File: src/rtl/diff_and_clip_pkg.sv
// Shared types and constants for the strobed first-difference / saturation stage.
package diff_and_clip_pkg;

  typedef enum logic {
    EMPTY  = 1'b0,
    PRIMED = 1'b1
  } state_e;

  localparam int unsigned CLIP_CNT_W = 16;

  // Largest positive two's-complement value for a w-bit sample.
  function automatic longint sat_max(input int unsigned w);
    return (longint'(1) <<< (w - 1)) - longint'(1);
  endfunction

  // Most negative two's-complement value for a w-bit sample.
  function automatic longint sat_min(input int unsigned w);
    return -(longint'(1) <<< (w - 1));
  endfunction

endpackage

File: src/rtl/sub2_and_clip.sv
// Combinational saturating subtract: diff_c = sat(a_i - b_i), clip_c flags saturation.
module sub2_and_clip
  import diff_and_clip_pkg::*;
#(
  parameter int unsigned WIDTH = 16
) (
  input  logic [WIDTH-1:0] a_i,
  input  logic [WIDTH-1:0] b_i,
  output logic [WIDTH-1:0] diff_c,
  output logic             clip_c
);

  localparam logic [WIDTH-1:0] MAX_V = WIDTH'(sat_max(WIDTH));
  localparam logic [WIDTH-1:0] MIN_V = WIDTH'(sat_min(WIDTH));

  logic [WIDTH:0] wide_c;

  assign wide_c = {a_i[WIDTH-1], a_i} - {b_i[WIDTH-1], b_i};

  // The two top bits disagree exactly when the result leaves the WIDTH-bit range.
  always_comb begin
    clip_c = 1'b0;
    diff_c = wide_c[WIDTH-1:0];
    if (wide_c[WIDTH] != wide_c[WIDTH-1]) begin
      clip_c = 1'b1;
      diff_c = wide_c[WIDTH] ? MIN_V : MAX_V;
    end
  end

endmodule

File: src/rtl/diff_and_clip_reg.sv
// Strobed first-difference stage with saturation and decimation: y[n] = clip(x[n] - x[n-1]).
// Optional saturating clip counter output enabled by DIFF_AND_CLIP_COUNT_EN.
module diff_and_clip_reg
  import diff_and_clip_pkg::*;
#(
  parameter int unsigned WIDTH  = 16,
  parameter int unsigned RATE_W = 8
) (
  input  logic              clk,
  input  logic              rst,
  input  logic [WIDTH-1:0]  in,
  input  logic              strobe_in,
  input  logic [RATE_W-1:0] rate,
  input  logic              clear,
  output logic [WIDTH-1:0]  diff,
  output logic              strobe_out,
  output logic              clipped,
  output logic              primed
`ifdef DIFF_AND_CLIP_COUNT_EN
  ,
  output logic [CLIP_CNT_W-1:0] clip_count
`endif
);

  state_e            state_q, state_d;
  logic [WIDTH-1:0]  prev_q, prev_d;
  logic [RATE_W-1:0] cnt_q, cnt_d;
  logic [WIDTH-1:0]  diff_q, diff_d;
  logic              strobe_q, strobe_d;
  logic              clipped_q, clipped_d;

  logic [WIDTH-1:0]  sub_diff_c;
  logic              sub_clip_c;
  logic              keep_c;

  sub2_and_clip #(
    .WIDTH (WIDTH)
  ) u_sub (
    .a_i    (in),
    .b_i    (prev_q),
    .diff_c (sub_diff_c),
    .clip_c (sub_clip_c)
  );

  // >= rather than == so a lowered rate never strands the counter above it.
  assign keep_c = (rate <= RATE_W'(1)) || (cnt_q >= (rate - RATE_W'(1)));

  always_ff @(posedge clk) begin
    if (rst) begin
      state_q   <= EMPTY;
      prev_q    <= '0;
      cnt_q     <= '0;
      diff_q    <= '0;
      strobe_q  <= 1'b0;
      clipped_q <= 1'b0;
    end else begin
      state_q   <= state_d;
      prev_q    <= prev_d;
      cnt_q     <= cnt_d;
      diff_q    <= diff_d;
      strobe_q  <= strobe_d;
      clipped_q <= clipped_d;
    end
  end

  // Next-state: clear beats strobe_in; only kept samples touch history and state.
  always_comb begin
    state_d   = state_q;
    prev_d    = prev_q;
    cnt_d     = cnt_q;
    diff_d    = diff_q;
    strobe_d  = 1'b0;
    clipped_d = clipped_q;

    if (clear) begin
      state_d = EMPTY;
      prev_d  = '0;
      cnt_d   = '0;
    end else if (strobe_in) begin
      if (keep_c) begin
        cnt_d  = '0;
        prev_d = in;
        case (state_q)
          EMPTY: begin
            state_d = PRIMED;
          end
          PRIMED: begin
            diff_d    = sub_diff_c;
            clipped_d = sub_clip_c;
            strobe_d  = 1'b1;
          end
          default: begin
            state_d = EMPTY;
          end
        endcase
      end else begin
        cnt_d = cnt_q + RATE_W'(1);
      end
    end
  end

  assign diff       = diff_q;
  assign strobe_out = strobe_q;
  assign clipped    = clipped_q;
  assign primed     = (state_q == PRIMED);

`ifdef DIFF_AND_CLIP_COUNT_EN
  logic [CLIP_CNT_W-1:0] clip_count_q, clip_count_d;

  // Counts saturated outputs; moves in the same cycle strobe_out rises, sticks at all-ones.
  always_comb begin
    clip_count_d = clip_count_q;
    if (clear) begin
      clip_count_d = '0;
    end else if (strobe_d && clipped_d && (clip_count_q != '1)) begin
      clip_count_d = clip_count_q + CLIP_CNT_W'(1);
    end
  end

  always_ff @(posedge clk) begin
    if (rst) begin
      clip_count_q <= '0;
    end else begin
      clip_count_q <= clip_count_d;
    end
  end

  assign clip_count = clip_count_q;
`else
  // No clip counter in this build.
`endif

endmodule

File: config.mk
export PLATFORM = sky130hd
export DESIGN_NAME = diff_and_clip_reg
export DESIGN_NICKNAME = d
export VERILOG_FILES = /design/src/rtl/diff_and_clip_pkg.sv /design/src/rtl/sub2_and_clip.sv /design/src/rtl/diff_and_clip_reg.sv
export SDC_FILE = /design/constraint.sdc
export NUM_CORES = 1
export LEC_CHECK = 0
export CAP_MARGIN = 10
export CORE_ASPECT_RATIO = 0.9
export CORE_MARGIN = 4
export CORE_UTILIZATION = 45
export CTS_BUF_LIST = sky130_fd_sc_hd__clkbuf_4 sky130_fd_sc_hd__clkbuf_8
export DETAILED_ROUTE_END_ITERATION = 10
export PLACE_DENSITY = 0.69
export SYNTH_ARGS = -nofsm -noshare
export SYNTH_HDL_FRONTEND = slang
export SYNTH_SLANG_ARGS = --single-unit
File: constraint.sdc
create_clock -name clk -period 6 [get_ports clk]
set_input_delay 1.5 -clock clk [delete_from_list [all_inputs] [get_ports clk]]
set_output_delay 1.5 -clock clk [all_outputs]
set_load 0.01 [all_outputs]
==> Yosys cells after proc, flatten, opt, wreduce, memory -nomap -nowiden <==
Index checks and enable logic that the tools add are counted.
{ "word_totals": {"reg_bits": 43, "input_bits": 28, "output_inout_bits": 19, "word_cells": 25} }
{ "op_classes": {"n_addsub": 3, "magnitude_cmp": 2, "eq_ne": 1, "n_mux": 5, "n_bitwise": 3, "n_reduce_logical": 5} }
{ "ops": {"columns": ["cell", "count"], "rows": [
  ["$mux W16", 2],
  ["$sub A16 B16 Y17", 1],
  ["$add A8 B1 Y8 const B", 1],
  ["$ge A8 B8 Y1", 1],
  ["$le A8 B1 Y1 const B", 1],
  ["$mux W8", 1],
  ["$sub A8 B1 Y8 const B", 1],
  ["$reduce_and A4 Y1", 1],
  ["$reduce_or A4 Y1", 1],
  ["$not A1 Y1", 3],
  ["$mux W1", 2],
  ["$reduce_and A2 Y1", 1],
  ["$reduce_or A2 Y1", 1],
  ["$logic_or A1 B1 Y1", 1],
  ["$ne A1 B1 Y1", 1]
]} }

==> Logic depth before layout (Yosys ltp) <==
Gate-level depths: netlist of the first run.
{ "depth": {"depth_word": 5, "mapped_depth": 15} }

==> Hierarchy <==
Synthesis of the first run repeated with hierarchy kept, for this count alone.
{ "unflattened": {"cells_unflattened": 442, "hier_area_um2": 3646.0} }
{ "modules_own_cells": {"columns": ["module", "instances", "cells_per_inst", "area_each_um2", "seq_area_each_um2"], "rows": [
  ["diff_and_clip_reg", 1, 232, 2169.6, 860.8],
  ["sub2_and_clip", 1, 210, 1476.4, 0.0]
]} }

==> Worst setup path after synthesis of the first run <==
Ideal clock, no wire load.
{ "synth_timing": {"path_type": "input to register", "from": "input port rate[2]", "to": "register diff_q[2], in the netlist diff[2]", "setup_time_ns": 0.080, "arrival_time_ns": 3.870, "t_required_ns": 5.920, "path_slack_ns": 2.050, "cell_stages": 13, "cell_sequence": "or4_4 -> nor4_1 -> xnor2_1 -> ha_1 -> a21oi_1 -> o41ai_4 -> nand2_1 -> o21ai_2 -> buf_6 -> nand3b_1 -> buf_2 -> a21oi_1 -> a211oi_2"} }
{ "synth_between": {"elab_chain_len": 4, "elab_cells_between_ends": 5, "cone_classes": "add/sub (1); order compare (2); reduce/logical (2)"} }
{ "synth_lines": {"columns": ["item", "line", "text"], "rows": [
  ["start: declaration", "diff_and_clip_reg.sv:13", "input logic [RATE_W-1:0] rate,"],
  ["$sub A8 B1 Y8", "diff_and_clip_reg.sv:46", "assign keep_c = (rate <= RATE_W'(1)) || (cnt_q >= (rate - RATE_W'(1)));"],
  ["$ge A8 B8 Y1", "diff_and_clip_reg.sv:46", null],
  ["$logic_or A1 B1 Y1 (*)", "diff_and_clip_reg.sv:46", null],
  ["$reduce_and A4 Y1 (no line) (*)", null, null],
  ["end signal: assignment", "diff_and_clip_reg.sv:60", "diff_q <= diff_d;"],
  ["end: declaration", "diff_and_clip_reg.sv:28", "logic [WIDTH-1:0] diff_q, diff_d;"]
]} }
Mark *: on every way between the ends. The rest lies on a longest branch, timed or not.
A chain may end at the register's enable or synchronous reset.

==> Worst setup path after layout of the first run <==
{ "layout_timing": {"from": "input port rate[2]", "to": "register diff_q[13], in the netlist diff[13]"} }
Same word-level chain as after synthesis.

==> flow_summary.toml, run 1 <==
[status]
status = "complete, no violations"

[clock_tree]
cts_tree = "yes"
clk_pin_slew_ns = 0.08
cts_buffers = 5
htreeDepth = 2
holdBufCountCts = 0
worstSkewPairLatency_ns = 0.29
cts_resized = 0
post_cts_buffers = 0
clock_path_buffers = 2
cts_num_sinks = 43
root_buffer = "clkbuf_8"

[place]
dp_hpwl_um = 5240
numPortBuffers = 46
gp_congestion = 0.856

[final_layout]
drive_gt1_frac = 0.0744
layout_common_cells = "nor2_1 (47), clkdlybuf4s50_1 (46), dfxtp_1 (43)"
final_common_cell = "nor2_1"
n_antenna_cell = 0
area_growth_pct = 19.7
nets = 446

[route]
wl_met1_um = 3380
drc_errors = 0
routed.top_layer = "met4"
post_drt_wl_per_cell_um = 14.0
drt-total-wl_um = 6690
vias = 2610
wl_met2_um = 2820
firstDrtPassIters = 5
wl_met3_um = 436
dr.first_iter.drc_count = 161
ant_nets = 0
viasPerCell = 5.47

[worst_setup_path]
worstPathMaxFanout = 19
critPathCapture = "diff[13]"
cp.required_ns = 6.14
path_class = "in2reg"
r2r_end = "diff[14]"
end_kind = "flip-flop"
critPathArrivalTime_ns = 4.75
timing.rr.start = "prev_q[0]"
r2r_setup_slack_ns = 3.22
crit_start = "rate[2]"
start_kind = "input port"
ff2ff_path_depth = 9

[grt]
grt_pass1_wl_um = 11300
grt_pass1_vias = 2372
grt_start_max_net_pins = 23
antenna_found_initial = 0
grt_usage = 0.174
overflow = 0

[logic_synthesis]
synth_seq_cells = 43
synthesis.area_um2 = 2990
synth_ff_type = "dfxtp_1"
ys_types = 52
yosys_warnings = 0
synth-edff-count = 0
avgSynthCellArea_um2 = 8.48
syn_nets = 408
syn_inst = 352
synth-async-reset-ratio = 0
yosysSeqAreaShare = 0.288

[floorplan]
die_y_um = 85.3
dieWidth_um = 93.9
io_pins = 47
num_rows = 27
die-area_um2 = 8000
coreArea_um2 = 6280
start_util = 0.475

[timing]
fin_skew_ns = 0.00730
finalCritPeriodShare = 0.768
holdWs_ns = 0.478
slew_headroom = 0.412
slew_viol_final = 0
rsz0062_at_grt = "false"
hold_viol = 0
max_freq_mhz = 217
min_period_ns = 4.61
fin_setup_tns_ns = 0
finalSetupViolCount = 0
worstMarginPinSlew_ns = 0.880

[power_and_ir_drop]
p_leak_nw = 1.23
vdd_drop_max_mv = 0.0992
powerDensity_nw_per_um2 = 177

[flow_run]
cap_violations = 0

[worst_hold_path]
hold_path_class = "reg2reg"
==> cells in the mapped netlist (2+ instances only) <==
library cell	count	area (um2)
nor2_1	47	176
dfxtp_1	43	861
ha_1	27	338
nand2_1	24	90.1
inv_1	22	82.6
xnor2_1	19	166
a21oi_1	17	85.1
mux2i_1	16	160
o21ai_0	15	75.1
o211ai_1	10	75.1
a31oi_1	9	56.3
a211oi_2	8	100
clkbuf_1	8	30.0
nor3_1	7	35.0
xor2_1	7	61.3
a21o_1	6	45.0
buf_2	5	25.0
nand3_1	5	25.0
nand4_1	5	31.3
a211oi_1	3	22.5
buf_6	3	33.8
nand2b_1	3	18.8
nor3b_1	3	22.5
o21a_1	3	22.5
a311oi_2	2	30.0
a31o_2	2	17.5
and2_1	2	12.5
maj3_1	2	20.0
nand3b_1	2	15.0
nor2b_1	2	12.5
o2111ai_1	2	17.5
o21bai_1	2	15.0
or2_2	2	12.5
==> logic make-up after synthesis <==
logic type | after synthesis | synth area share
AO/OA/AOI/OAI | 87 | 0.218
XOR/XNOR | 26 | 0.0763
adder cells (fa/ha/maj) | 30 | 0.127
buffers and inverters | 41 | 0.0666
flip-flops | 43 | 0.288
multiplexers | 16 | 0.0536
AND/OR/NAND/NOR | 109 | 0.171
==> area by class of cell <==
type	count	area (um2)
repair buffers	50	490
flip-flops and latches	43	861
well taps	87	109
fillers	604	2710
inverters	22	82.6
multi-input cells	268	1930
clock buffers	6	76.3
clock inverters	1	30.0
==> per-layer routing <==
| metal | global-route usage | up-vias |
|---|---|---|
| li1 | - | 1322 |
| met1 | 0.257 | 1187 |
| met2 | 0.259 | 90 |
| met3 | 0.0337 | 11 |
| met4 | 0.0354 | 0 |
| met5 | 0 | - |
==> critical path: stages <==
cell and delay (ns):
clkdlybuf4s50_1 0.47, or4_4 0.58, nor4_1 0.25, xnor2_1 0.12, ha_1 0.33, a21oi_1 0.12, o41ai_4 0.07, nand2_1 0.10
o21ai_2 0.07, buf_4 0.33, nand3b_1 0.40, a21oi_1 0.30, a211oi_2 0.09
==> state kept, by name, indices dropped and copies added (netlist names) <==
| register | count |
|---|---|
| prev_q | 16 |
| clipped | 1 |
| strobe_out | 1 |
| diff | 16 |
| cnt_q | 8 |
| primed | 1 |
==> metrics by stage <==
stage | area (um2) | cells | setup slack [ns] | util | total power, W
6_report | 3570 | 477 | 1.39 | 0.569 | 0.000633
5_1_grt | 3570 | 477 | 1.18 | 0.569 | 0.000663
4_1_cts | 3570 | 477 | 1.40 | 0.569 | 0.000639
3_5_place_dp | 3470 | 470 | 1.09 | 0.552 | 0.000415
3_3_place_gp | 3470 | 470 | 1.21 | 0.552 | 0.000413
2_1_floorplan | 2990 | 352 | 2.05 | - | 0.000372
==> how the worst min path moves through the flow <==
stage,startpoint,to,slack [ns],cells past startpoint
after detailed placement,diff[7],diff[7],0.47,2
after global routing,diff[7],diff[7],0.50,2
after global placement,diff[8],diff[8],0.47,2
after CTS,diff[7],diff[7],0.48,2
final,diff[7],diff[7],0.48,2
after floorplan,prev_q[10],prev_q[10],0.46,2
==> power breakdown <==
part | internal (W) | leakage, nW | total [W] | switching [W]
combinational | 0.0000540 | 0.826 | 0.000123 | 0.0000693
clock | 0.000127 | 0.0547 | 0.000223 | 0.0000963
sequential | 0.000286 | 0.346 | 0.000286 | 0.000000748
total | 0.000466 | 1.23 | 0.000633 | 0.000166
No activity file was read; power rests on OpenSTA's default activity.
==> run 2: changes to the inputs <==
--- a/config.mk
+++ b/config.mk
@@ -11,7 +11,7 @@
 export CORE_UTILIZATION = 45
 export CTS_BUF_LIST = sky130_fd_sc_hd__clkbuf_4 sky130_fd_sc_hd__clkbuf_8
 export DETAILED_ROUTE_END_ITERATION = 10
-export PLACE_DENSITY = 0.69
+export PLACE_DENSITY = 0.71
 export SYNTH_ARGS = -nofsm -noshare
 export SYNTH_HDL_FRONTEND = slang
 export SYNTH_SLANG_ARGS = --single-unit
==> constraint.sdc (replaced) <==
create_clock -name clk -period 4.1 [get_ports clk]
set_input_delay 1.025 -clock clk [delete_from_list [all_inputs] [get_ports clk]]
set_output_delay 1.025 -clock clk [all_outputs]
set_load 0.01 [all_outputs]
==> flow_summary.toml, run 2 (synthesis gave the netlist of run 1 again) <==
[status]
status = "complete, no violations"

[worst_setup_path]
path_class = "in2reg"
cp.required_ns = 4.28
worstPathMaxFanout = 23
critPathArrivalTime_ns = 3.95
r2r_setup_slack_ns = 1.37
end_kind = "flip-flop"
start_kind = "input port"

[power_and_ir_drop]
sw_frac_of_total = 0.286
power_w = 0.000877
p_int_w = 0.000626
seqPwrFrac = 0.478
p_comb_frac = 0.210
p_leak_nw = 1.24
vdd_drop_max_mv = 0.142
powerDensity_nw_per_um2 = 244
switchingPower_w = 0.000251
pwr-share-clk = 0.312

[final_layout]
multi_input_area_um2 = 1930
fin_util = 0.572
seq_area_um2 = 861
nets = 451
final_common_cell = "nor2_1"
layout_common_cells = "nor2_1 (47), clkdlybuf4s50_1 (46), dfxtp_1 (43)"
layout.cells.non_filler = 483
n_antenna_cell = 0
area_growth_pct = 20.4
drive_gt1_frac = 0.0884
nFillCells = 582

[timing]
slew_viol_final = 0
fin_setup_tns_ns = 0
fin_skew_ns = 0.00304
holdWs_ns = 0.487
min_period_ns = 3.77
slew_headroom = 0.742
finalCritPeriodShare = 0.919
finalSetupViolCount = 0
hold_viol = 0
rsz0062_at_grt = "false"
worstMarginPinSlew_ns = 0.385
max_freq_mhz = 265

[floorplan]
dieWidth_um = 93.9
die-area_um2 = 8000
coreArea_um2 = 6280
io_pins = 47
start_util = 0.475
num_rows = 27
die_y_um = 85.3

[grt]
grt_usage = 0.176
grt_start_max_net_pins = 24
overflow = 0
grt_pass1_wl_um = 11500
grt_pass1_vias = 2379
antenna_found_initial = 0

[place]
dp.cells = 475
dp_hpwl_um = 5350
gp_congestion = 0.879
numPortBuffers = 46

[clock_tree]
cts_resized = 0
clk_pin_slew_ns = 0.08
post_cts_buffers = 0
htreeDepth = 2
root_buffer = "clkbuf_8"
clock_path_buffers = 2
cts_buffers = 5
cts_tree = "yes"
worstSkewPairLatency_ns = 0.30
holdBufCountCts = 0
cts_num_sinks = 43

[route]
post_drt_wl_per_cell_um = 14.2
firstDrtPassIters = 4
ant_nets = 0
vias = 2618
dr.first_iter.drc_count = 151
drt-total-wl_um = 6860
drc_errors = 0
viasPerCell = 5.42

[flow_run]
cap_violations = 0

[worst_hold_path]
hold_path_class = "reg2reg"
[run 2: through the flow]
step                worst slack (ns)  instance area (um2)
floorplan                      0.625                 2990
global placement               0.169                 3510
detailed placement            0.0426                 3510
CTS                            0.364                 3590
global route                   0.187                 3590
finish                         0.332                 3590
[run 2: routing by layer]
layer,share of wire,GRT usage,wire (um)
met5,0,0,0
met4,0.0095,0.0538,65
met3,0.057,0.0319,392
met2,0.42,0.250,2900
met1,0.51,0.266,3500
[run 2: critical path, cell delays in order]
cell	delay, ns
clkdlybuf4s50_1	0.43
or4_4	0.57
nor4_1	0.26
xnor2_1	0.16
ha_1	0.27
a21oi_1	0.27
o41ai_4	0.13
nand2_1	0.10
o21ai_2	0.09
and3b_1	0.17
buf_4	0.21
nand3_2	0.15
a31oi_1	0.10
[run 2: power groups by stage]
stage	Combinational [W]	Clock (W)	Sequential [W]
5_1_grt	0.000203	0.000311	0.000420
3_3_place_gp	0.000179	0	0.000429
6_report	0.000184	0.000273	0.000419
3_5_place_dp	0.000182	0	0.000429
4_1_cts	0.000183	0.000285	0.000419
2_1_floorplan	0.000116	0	0.000429
[run 2: path summary, 6_finish.rpt]
kind / end / start / depth (start not counted)
max reg2reg: diff[14] / prev_q[0] / 9
min reg2reg: diff[8] / diff[8] / 2
min: diff[8] / diff[8] / 2
max: diff[9] / rate[2] / 13
[run 2: layout make-up]
cell class,instances,share of cell area
tap,87,0.0303
inverter,22,0.0230
sequential,43,0.239
clock inverter,2,0.00348
timing repair buffer,55,0.147
clock buffer,6,0.0212
multi-input combinational,268,0.536
